==> src/rtl/fbcpu_run_ctrl_pkg.sv <==
// Shared types and constants for the fb_cpu run controller.
package fbcpu_ctrl_pkg;

    localparam int unsigned DEF_ADDRESS_WIDTH = 6;
    localparam int unsigned DEF_DATA_WIDTH    = 10;
    localparam int unsigned DEF_CNT_WIDTH     = 16;

    // Kept for a future opcode-based halt detector; PC-stall detection is used today.
    localparam logic [3:0] OP_HALT = 4'b1001;

    typedef enum logic [2:0] {
        ST_IDLE,
        ST_RUN,
        ST_READ,
        ST_CAPTURE,
        ST_DONE
    } run_state_t;

endpackage

==> src/rtl/fbcpu_run_ctrl_ram_port_mux.sv <==
// Combinational owner select for the single blram port: controller/host side or CPU bus.
module ram_port_mux
    import fbcpu_ctrl_pkg::*;
#(
    parameter int ADDRESS_WIDTH = DEF_ADDRESS_WIDTH,
    parameter int DATA_WIDTH    = DEF_DATA_WIDTH
) (
    input  logic                     i_sel_cpu,
    input  logic [ADDRESS_WIDTH-1:0] i_ctl_addr,
    input  logic                     i_ctl_we,
    input  logic [DATA_WIDTH-1:0]    i_ctl_wdata,
    input  logic [ADDRESS_WIDTH-1:0] i_cpu_addr,
    input  logic                     i_cpu_we,
    input  logic [DATA_WIDTH-1:0]    i_cpu_wdata,
    output logic [ADDRESS_WIDTH-1:0] o_addr,
    output logic                     o_we,
    output logic [DATA_WIDTH-1:0]    o_wdata
);

    always_comb begin
        o_addr  = i_ctl_addr;
        o_we    = i_ctl_we;
        o_wdata = i_ctl_wdata;
        if (i_sel_cpu) begin
            o_addr  = i_cpu_addr;
            o_we    = i_cpu_we;
            o_wdata = i_cpu_wdata;
        end
    end

endmodule

==> src/rtl/fbcpu_run_ctrl.sv <==
// Run controller: host program load, CPU release, halt/timeout detection and result read-back.
module fbcpu_run_ctrl
    import fbcpu_ctrl_pkg::*;
#(
    parameter int ADDRESS_WIDTH = DEF_ADDRESS_WIDTH,
    parameter int DATA_WIDTH    = DEF_DATA_WIDTH,
    parameter int CNT_WIDTH     = DEF_CNT_WIDTH,
    parameter int MAX_CYCLES    = 1000,
    parameter int HALT_WINDOW   = 8
) (
    input  logic                     clk,
    input  logic                     rst,
    input  logic                     load_valid,
    output logic                     load_ready,
    input  logic [ADDRESS_WIDTH-1:0] load_addr,
    input  logic [DATA_WIDTH-1:0]    load_data,
    input  logic                     start,
    input  logic                     abort,
    input  logic [ADDRESS_WIDTH-1:0] result_addr,
    output logic                     cpu_rst,
    input  logic [ADDRESS_WIDTH-1:0] cpu_pc,
    input  logic [ADDRESS_WIDTH-1:0] cpu_mar,
    input  logic                     cpu_we,
    input  logic [DATA_WIDTH-1:0]    cpu_wdata,
    output logic [ADDRESS_WIDTH-1:0] ram_addr,
    output logic                     ram_we,
    output logic [DATA_WIDTH-1:0]    ram_wdata,
    input  logic [DATA_WIDTH-1:0]    ram_rdata,
    output logic                     busy,
    output logic                     done,
    output logic                     halted,
    output logic                     timeout,
    output logic                     result_valid,
    output logic [DATA_WIDTH-1:0]    result_data
);

    run_state_t r_state;
    run_state_t w_next;

    logic [CNT_WIDTH-1:0]     r_cycle_cnt;
    logic [CNT_WIDTH-1:0]     r_stall_cnt;
    logic [ADDRESS_WIDTH-1:0] r_prev_pc;
    logic                     r_cpu_rst;
    logic                     r_load_ready;
    logic                     r_halted;
    logic                     r_timeout;
    logic [DATA_WIDTH-1:0]    r_result_data;

    logic                     w_accept;
    logic                     w_halt_hit;
    logic                     w_time_hit;
    logic                     w_set_halted;
    logic                     w_set_timeout;
    logic [ADDRESS_WIDTH-1:0] w_ctl_addr;
    logic                     w_ctl_we;
    logic [DATA_WIDTH-1:0]    w_ctl_wdata;

    assign w_accept   = load_valid && r_load_ready;
    assign w_halt_hit = (r_stall_cnt == CNT_WIDTH'(HALT_WINDOW - 1));
    assign w_time_hit = (r_cycle_cnt == CNT_WIDTH'(MAX_CYCLES - 1));

    always_ff @(posedge clk or posedge rst) begin
        if (rst) begin
            r_state <= ST_IDLE;
        end else begin
            r_state <= w_next;
        end
    end

    // Halt is tested before timeout so a coincident budget expiry reports as a halt.
    always_comb begin
        w_next        = r_state;
        w_set_halted  = 1'b0;
        w_set_timeout = 1'b0;
        if (abort) begin
            w_next = ST_IDLE;
        end else begin
            case (r_state)
                ST_IDLE:    if (start) w_next = ST_RUN;
                ST_RUN: begin
                    if (w_halt_hit) begin
                        w_next       = ST_READ;
                        w_set_halted = 1'b1;
                    end else if (w_time_hit) begin
                        w_next        = ST_READ;
                        w_set_timeout = 1'b1;
                    end
                end
                ST_READ:    w_next = ST_CAPTURE;
                ST_CAPTURE: w_next = ST_DONE;
                ST_DONE:    if (start) w_next = ST_RUN;
                default:    w_next = ST_IDLE;
            endcase
        end
    end

    always_comb begin
        w_ctl_addr  = '0;
        w_ctl_we    = 1'b0;
        w_ctl_wdata = '0;
        if (r_state == ST_READ) begin
            w_ctl_addr = result_addr;
        end else if (w_accept) begin
            w_ctl_addr  = load_addr;
            w_ctl_we    = 1'b1;
            w_ctl_wdata = load_data;
        end
    end

    always_ff @(posedge clk or posedge rst) begin
        if (rst) begin
            r_cpu_rst     <= 1'b1;
            r_load_ready  <= 1'b0;
            r_cycle_cnt   <= '0;
            r_stall_cnt   <= '0;
            r_prev_pc     <= '0;
            r_halted      <= 1'b0;
            r_timeout     <= 1'b0;
            r_result_data <= '0;
        end else begin
            r_cpu_rst    <= (w_next != ST_RUN);
            r_load_ready <= (w_next == ST_IDLE);
            r_prev_pc    <= cpu_pc;
            if (w_next == ST_RUN && r_state != ST_RUN) begin
                r_cycle_cnt <= '0;
                r_stall_cnt <= '0;
                r_halted    <= 1'b0;
                r_timeout   <= 1'b0;
            end else if (r_state == ST_RUN) begin
                r_cycle_cnt <= r_cycle_cnt + 1'b1;
                r_stall_cnt <= (cpu_pc == r_prev_pc) ? r_stall_cnt + 1'b1 : '0;
            end
            if (w_next == ST_IDLE) begin
                r_halted  <= 1'b0;
                r_timeout <= 1'b0;
            end
            if (w_set_halted) begin
                r_halted <= 1'b1;
            end
            if (w_set_timeout) begin
                r_timeout <= 1'b1;
            end
            if (r_state == ST_CAPTURE) begin
                r_result_data <= ram_rdata;
            end
        end
    end

    ram_port_mux #(
        .ADDRESS_WIDTH(ADDRESS_WIDTH),
        .DATA_WIDTH   (DATA_WIDTH)
    ) u_mux (
        .i_sel_cpu  (r_state == ST_RUN),
        .i_ctl_addr (w_ctl_addr),
        .i_ctl_we   (w_ctl_we),
        .i_ctl_wdata(w_ctl_wdata),
        .i_cpu_addr (cpu_mar),
        .i_cpu_we   (cpu_we),
        .i_cpu_wdata(cpu_wdata),
        .o_addr     (ram_addr),
        .o_we       (ram_we),
        .o_wdata    (ram_wdata)
    );

    assign cpu_rst      = r_cpu_rst;
    assign load_ready   = r_load_ready;
    assign busy         = (r_state == ST_RUN);
    assign done         = (r_state == ST_DONE);
    assign result_valid = (r_state == ST_DONE);
    assign halted       = r_halted;
    assign timeout      = r_timeout;
    assign result_data  = r_result_data;

endmodule
==> config.mk <==
export PLATFORM = sky130hd
export DESIGN_NAME = fbcpu_run_ctrl
export DESIGN_NICKNAME = d
export VERILOG_FILES = /design/src/rtl/fbcpu_run_ctrl_pkg.sv /design/src/rtl/fbcpu_run_ctrl_ram_port_mux.sv /design/src/rtl/fbcpu_run_ctrl.sv
export SDC_FILE = /design/constraint.sdc
export NUM_CORES = 1
export LEC_CHECK = 0
export ABC_AREA = 1
export CELL_PAD_IN_SITES_DETAIL_PLACEMENT = 1
export CELL_PAD_IN_SITES_GLOBAL_PLACEMENT = 1
export CORE_MARGIN = 10
export CORE_UTILIZATION = 38
export CTS_BUF_LIST = sky130_fd_sc_hd__clkbuf_4 sky130_fd_sc_hd__clkbuf_8
export DETAILED_ROUTE_END_ITERATION = 12
export PLACE_DENSITY_LB_ADDON = 0.1
export SLEW_MARGIN = 0
export SYNTH_ARGS = -nofsm -noshare
export SYNTH_HDL_FRONTEND = slang
export SYNTH_HIERARCHICAL = 1
export SYNTH_SLANG_ARGS = --single-unit
export TNS_END_PERCENT = 30
==> constraint.sdc <==
create_clock -name clk -period 3.05 [get_ports clk]
set_clock_uncertainty 0.15 [all_clocks]
set_input_delay 0.61 -clock clk [delete_from_list [all_inputs] [get_ports clk]]
set_output_delay 0.61 -clock clk [all_outputs]
set_load 0.02 [all_outputs]
Word-level counts from Yosys, hierarchy flattened

Cells that the tools add are included.

Register bits: 55
Input port bits: 60
Output and inout port bits: 34

Add/subtract/negate cells: 2
Multiplexer cells: 30
Reduce and logical (&&, ||, !) cells: 8
Equality and inequality tests: 10

Operator list:

| kind                                                                    | number |
|---|---|
| 16-bit two-way mux                                                      | 5 |
| 16-bit by 1-bit adder with 16-bit output, second input constant         | 2 |
| 10-bit two-way mux                                                      | 3 |
| 6-bit two-way mux                                                       | 3 |
| 16-bit by 10-bit equality test with 1-bit output, second input constant | 1 |
| 16-bit by 3-bit equality test with 1-bit output, second input constant  | 1 |
| 1-bit two-way mux                                                       | 14 |
| 3-bit two-way mux                                                       | 4 |
| 3-bit one-hot mux with 4 select lines                                   | 1 |
| 3-bit by 1-bit equality test with 1-bit output, second input constant   | 2 |
| 3-bit by 2-bit equality test with 1-bit output, second input constant   | 2 |
| 6-bit equality test                                                     | 1 |
| 3-bit logical NOT                                                       | 2 |
| 3-bit by 1-bit inequality test with 1-bit output, second input constant | 2 |
| 3-bit nonzero test                                                      | 2 |
| 3-bit equality test, second input constant                              | 1 |
| 1-bit logical AND                                                       | 2 |
| 2-bit nonzero test                                                      | 1 |
| 2-bit OR reduction                                                      | 1 |

Logic depth before layout (Yosys ltp)

Depth in word-level cells: 10
Gate-level depth with buffers: 14
Gate-level depth less buffers: 13

Cells and area by module

Netlist, hierarchy kept.

By module, submodules not included:

| module         | cells an instance | instances | area each (um^2) | sequential area each (um^2) |
|---|---|---|---|---|
| fbcpu_run_ctrl | 389               | 1         | 3019.1           | 1377.6 |
| ram_port_mux   | 55                | 1         | 255.2            | 0.0 |

Worst setup path before layout

No wires, ideal clock.

Path type: reg-to-output
Start: reg r_state[1]
End: out ram_addr[0]
Stages on the path, launching flop included: 7
Slack: 0.973 ns
Data required time: 2.290 ns
Arrival: 1.317 ns
Cells stage by stage: dfrtp_1 -> nor3_2 -> buf_6 -> buf_6 -> clkbuf_8 -> nand2_1 -> nand2_1

RTL lines:

| what                                           | line                              | text |
|---|---|---|
| start: declaration                             | fbcpu_run_ctrl.sv:37              | `run_state_t r_state;` |
| start signal: assignment                       | fbcpu_run_ctrl.sv:66              | `r_state <= w_next;` |
| 3-bit by 1-bit equality test with 1-bit output | n/a                               |  |
| net busy                                       | fbcpu_run_ctrl.sv:29              | `output logic busy,` |
| 6-bit two-way mux                              | fbcpu_run_ctrl_ram_port_mux.sv:24 | `if (i_sel_cpu) begin` |
| end: declaration                               | fbcpu_run_ctrl.sv:25              | `output logic [ADDRESS_WIDTH-1:0] ram_addr,` |

The timed path passes the listed nets, and every way through them passes these cells.

Worst setup path after layout

Start: in load_valid
End: out ram_we

Cells in the longest elaborated chain, start to end: 4

Ends and longest elaborated chain:

| what               | line                              | text |
|---|---|---|
| start: declaration | fbcpu_run_ctrl.sv:13              | `input logic load_valid,` |
| 1-bit logical AND  | fbcpu_run_ctrl.sv:58              | `assign w_accept = load_valid && r_load_ready;` |
| 1-bit two-way mux  | fbcpu_run_ctrl.sv:103             | `end else if (w_accept) begin` |
| 1-bit two-way mux  | fbcpu_run_ctrl.sv:101             | `if (r_state == ST_READ) begin` |
| net w_ctl_we       | fbcpu_run_ctrl.sv:55              | `logic w_ctl_we;` |
| 1-bit two-way mux  | fbcpu_run_ctrl_ram_port_mux.sv:24 |  |
| end: declaration   | fbcpu_run_ctrl.sv:26              | `output logic ram_we,` |

The timed path passes the listed nets, and every way through them passes these cells.

==> flow_summary.ini <==
[status]
status = finished clean

[timing]
hold_viol = 0
tightest_slew_ns = 0.717
tns_ns = 0
whs_ns = 0.365
finalSetupViolations = 0
slew_headroom = 0.522
fin_crit_ns = 2.84
slew_violations = 0
period_share = 0.932
rsz0062_at_grt = false
fmax_mhz = 352

[clock_tree]
hold_buffers = 0
clockBufferDepth = 2
cts_setup_buffers = 0
clkLatencyLatePin_ns = 0.33
clock_sinks = 55
cts_tree = built
ctsResizeCount = 0
htreeDepth = 2
cts.root.buffer_cell = clkbuf_8
cts.clk_slew.worst_paths_ns = 0.12
cts_buffers = 5

[pwr]
p_leak_uw = 0.00241
combPwrFrac = 0.220
power.internal_uw = 1100
p_per_area_nw_per_um2 = 357
netSwitchingFraction = 0.304
pwr-share-seq = 0.490
worst_ir_drop_vdd_mv = 0.157
power.share.clock = 0.290
p_switching_uw = 480

[place]
io_buffers = 93
placed_area_sq_um = 4270
gp_congestion = 0.846
placed_cells = 635
dpl.hpwl_mm = 7.97

[yosys]
synth-seq-area-share = 0.421
synth-edff-count = 0
synth_area_leader_cell = dfrtp_1
yosys_register_bits = 55
synth_fp_nets = 506
avgSynthCellArea_sq_um = 7.37
yosysMostFrequentCell = nand2_1
yosys.area.top_type_share = 0.413
synthFlopType = dfrtp_1
synthesis.area_sq_um = 3270
synthArstFlopShare = 1.00
synth_warnings = 6
syn_inst = 444
synth_common_cells = nand2_1, inv_1, dfrtp_1, nand3_1, nor2_1
synth_area_leaders = dfrtp_1, nand2_1, nand3_1
yosysUniqueCellTypes = 37

[floorplanning]
die-area_sq_um = 12700
dieHeight_um = 113
coreArea_sq_um = 8300
rows = 33
pin_count = 94
start_util = 0.395
die_x_um = 113

[global_route]
antenna_found_initial = 0
grt_use_met1 = 0.185
grt_pass1_wl_mm = 16.8
grt_max_degree = 56
use_met2 = 0.280
grt_use_total = 0.157
grt_overflow = 0
grt_pass1_vias = 3302
met3_usage = 0.0359
busiest_layer = met2

[critical_path]
r2r_slack_ns = 0.93
regToRegStartpoint = r_stall_cnt[0]$_DFFE_PP0P_
crit_type = input pin to primary output
endpoint_kind = primary output
critPathLaunchType = input pin
required_ns = 2.29
worst-r2r-cell-count = 13
cp_max_fo = 7
arrival_ns = 2.08
rr_endpoint = r_stall_cnt[9]$_DFFE_PP0P_

[worst_hold_path]
hold_depth = 1
holdCritStartpoint = result_data[8]$_DFFE_PP0N_
hp-class = flop to flop
min_to = result_data[8]$_DFFE_PP0N_

[detailed_routing]
dr.pass1.iters = 4
vias = 3124
drcViolationCount = 0
first_iter_violations = 125
routed_via_density = 4.86
postRouteWirelength_mm = 10.0
wl_per_cell_um = 15.5
antenna_left = 0

[cells_and_area]
stdcell_count = 643
antennaDiodeCount = 0
fin_nets = 599
n_fill_cell = 1053
drive_gt1_frac = 0.0985
synthToLayoutAreaGrowth_pct = 34.8
fin_area_sq_um = 4410
utilization = 0.532

[job]
max-cap-violations = 0
sequential cells by signal, indices dropped and copies added (netlist names):
signal	count
r_stall_cnt	16
timeout	1
cpu_rst	1
r_cycle_cnt	16
r_prev_pc	6
halted	1
load_ready	1
result_data	10
r_state	3
cells by family after synthesis:
| group | count (synthesis) | synth area share |
|---|---|---|
| simple gates | 279 | 0.383 |
| buf+inv | 77 | 0.111 |
| flops | 55 | 0.421 |
| compound gates | 13 | 0.0214 |
| mux | 10 | 0.0344 |
| xor+xnor | 8 | 0.0214 |
| fa+ha+maj | 2 | 0.00764 |
worst max-delay path: stages:
cell and delay [ns]:
clkdlybuf4s50_1 0.47, nand3_1 0.11, inv_2 0.14, nand2_1 0.07
nand2_1 0.06, clkdlybuf4s50_1 0.63
per-stage QoR:
step | power [uW] | worst slack (ns)
2_1_floorplan | 968 | 0.949
3_3_place_gp | 1140 | 0.0579
3_5_place_dp | 1150 | 0.00730
4_1_cts | 1600 | 0.000728
5_1_grt | 1660 | 0.0988
6_report | 1580 | 0.207
cell type report:
type                    count  area (sq um)  share of cell area
clock inverters             3          33.8             0.00765
clock buffers               5          68.8              0.0156
well taps                 105           131              0.0298
multi-input cells         312          1540               0.349
repair buffers             99          1020               0.230
flip-flops and latches     55          1380               0.312
inverters                  64           248              0.0561
worst max-delay path by stage:
stage / start / end / slack [ns] / cells past startpoint
6_report: load_valid / ram_we / 0.21 / 6
4_1_cts: load_valid / ram_addr[5] / 0.0007 / 8
3_5_place_dp: load_valid / ram_addr[5] / 0.007 / 8
2_1_floorplan: rst / halted$_DFFE_PP0P_ / 0.95 / 1
3_3_place_gp: load_valid / ram_addr[5] / 0.06 / 8
5_1_grt: r_state[2]$_DFF_PP0_ / ram_we / 0.1 / 7
power groups by stage:
stage,logic (uW),registers [uW],clock network (uW)
floorplan,173,795,0
CTS,359,774,470
global placement,349,786,0
detailed placement,358,788,0
finish,348,773,457
global route,384,777,501
cell usage in the layout (no fill, tap or decap), types with 2 or more instances in the layout:
cell type and instances:
dfrtp_1 54, nor2_2 2, inv_6 2, xnor2_1 2
nand3b_1 7, o21ai_0 10, mux2_2 10, clkdlybuf4s50_1 77
nand2_1 145, nand3_1 54, nor3_1 5, nor2_1 41
inv_1 57, nand4_1 4, nand2_2 7, inv_2 6
xor2_1 6, clkbuf_8 5, buf_4 6, dlymetal6s2s_1 16
or2_2 6, ha_1 2
layer usage:
layer / vias to the layer above / share of wire
met5: - / 0
met4: 0 / 0.0097
met3: 9 / 0.042
met2: 59 / 0.49
met1: 1499 / 0.45
li1: 1557 / -
Note: power is estimated with default switching activity, not from simulation.
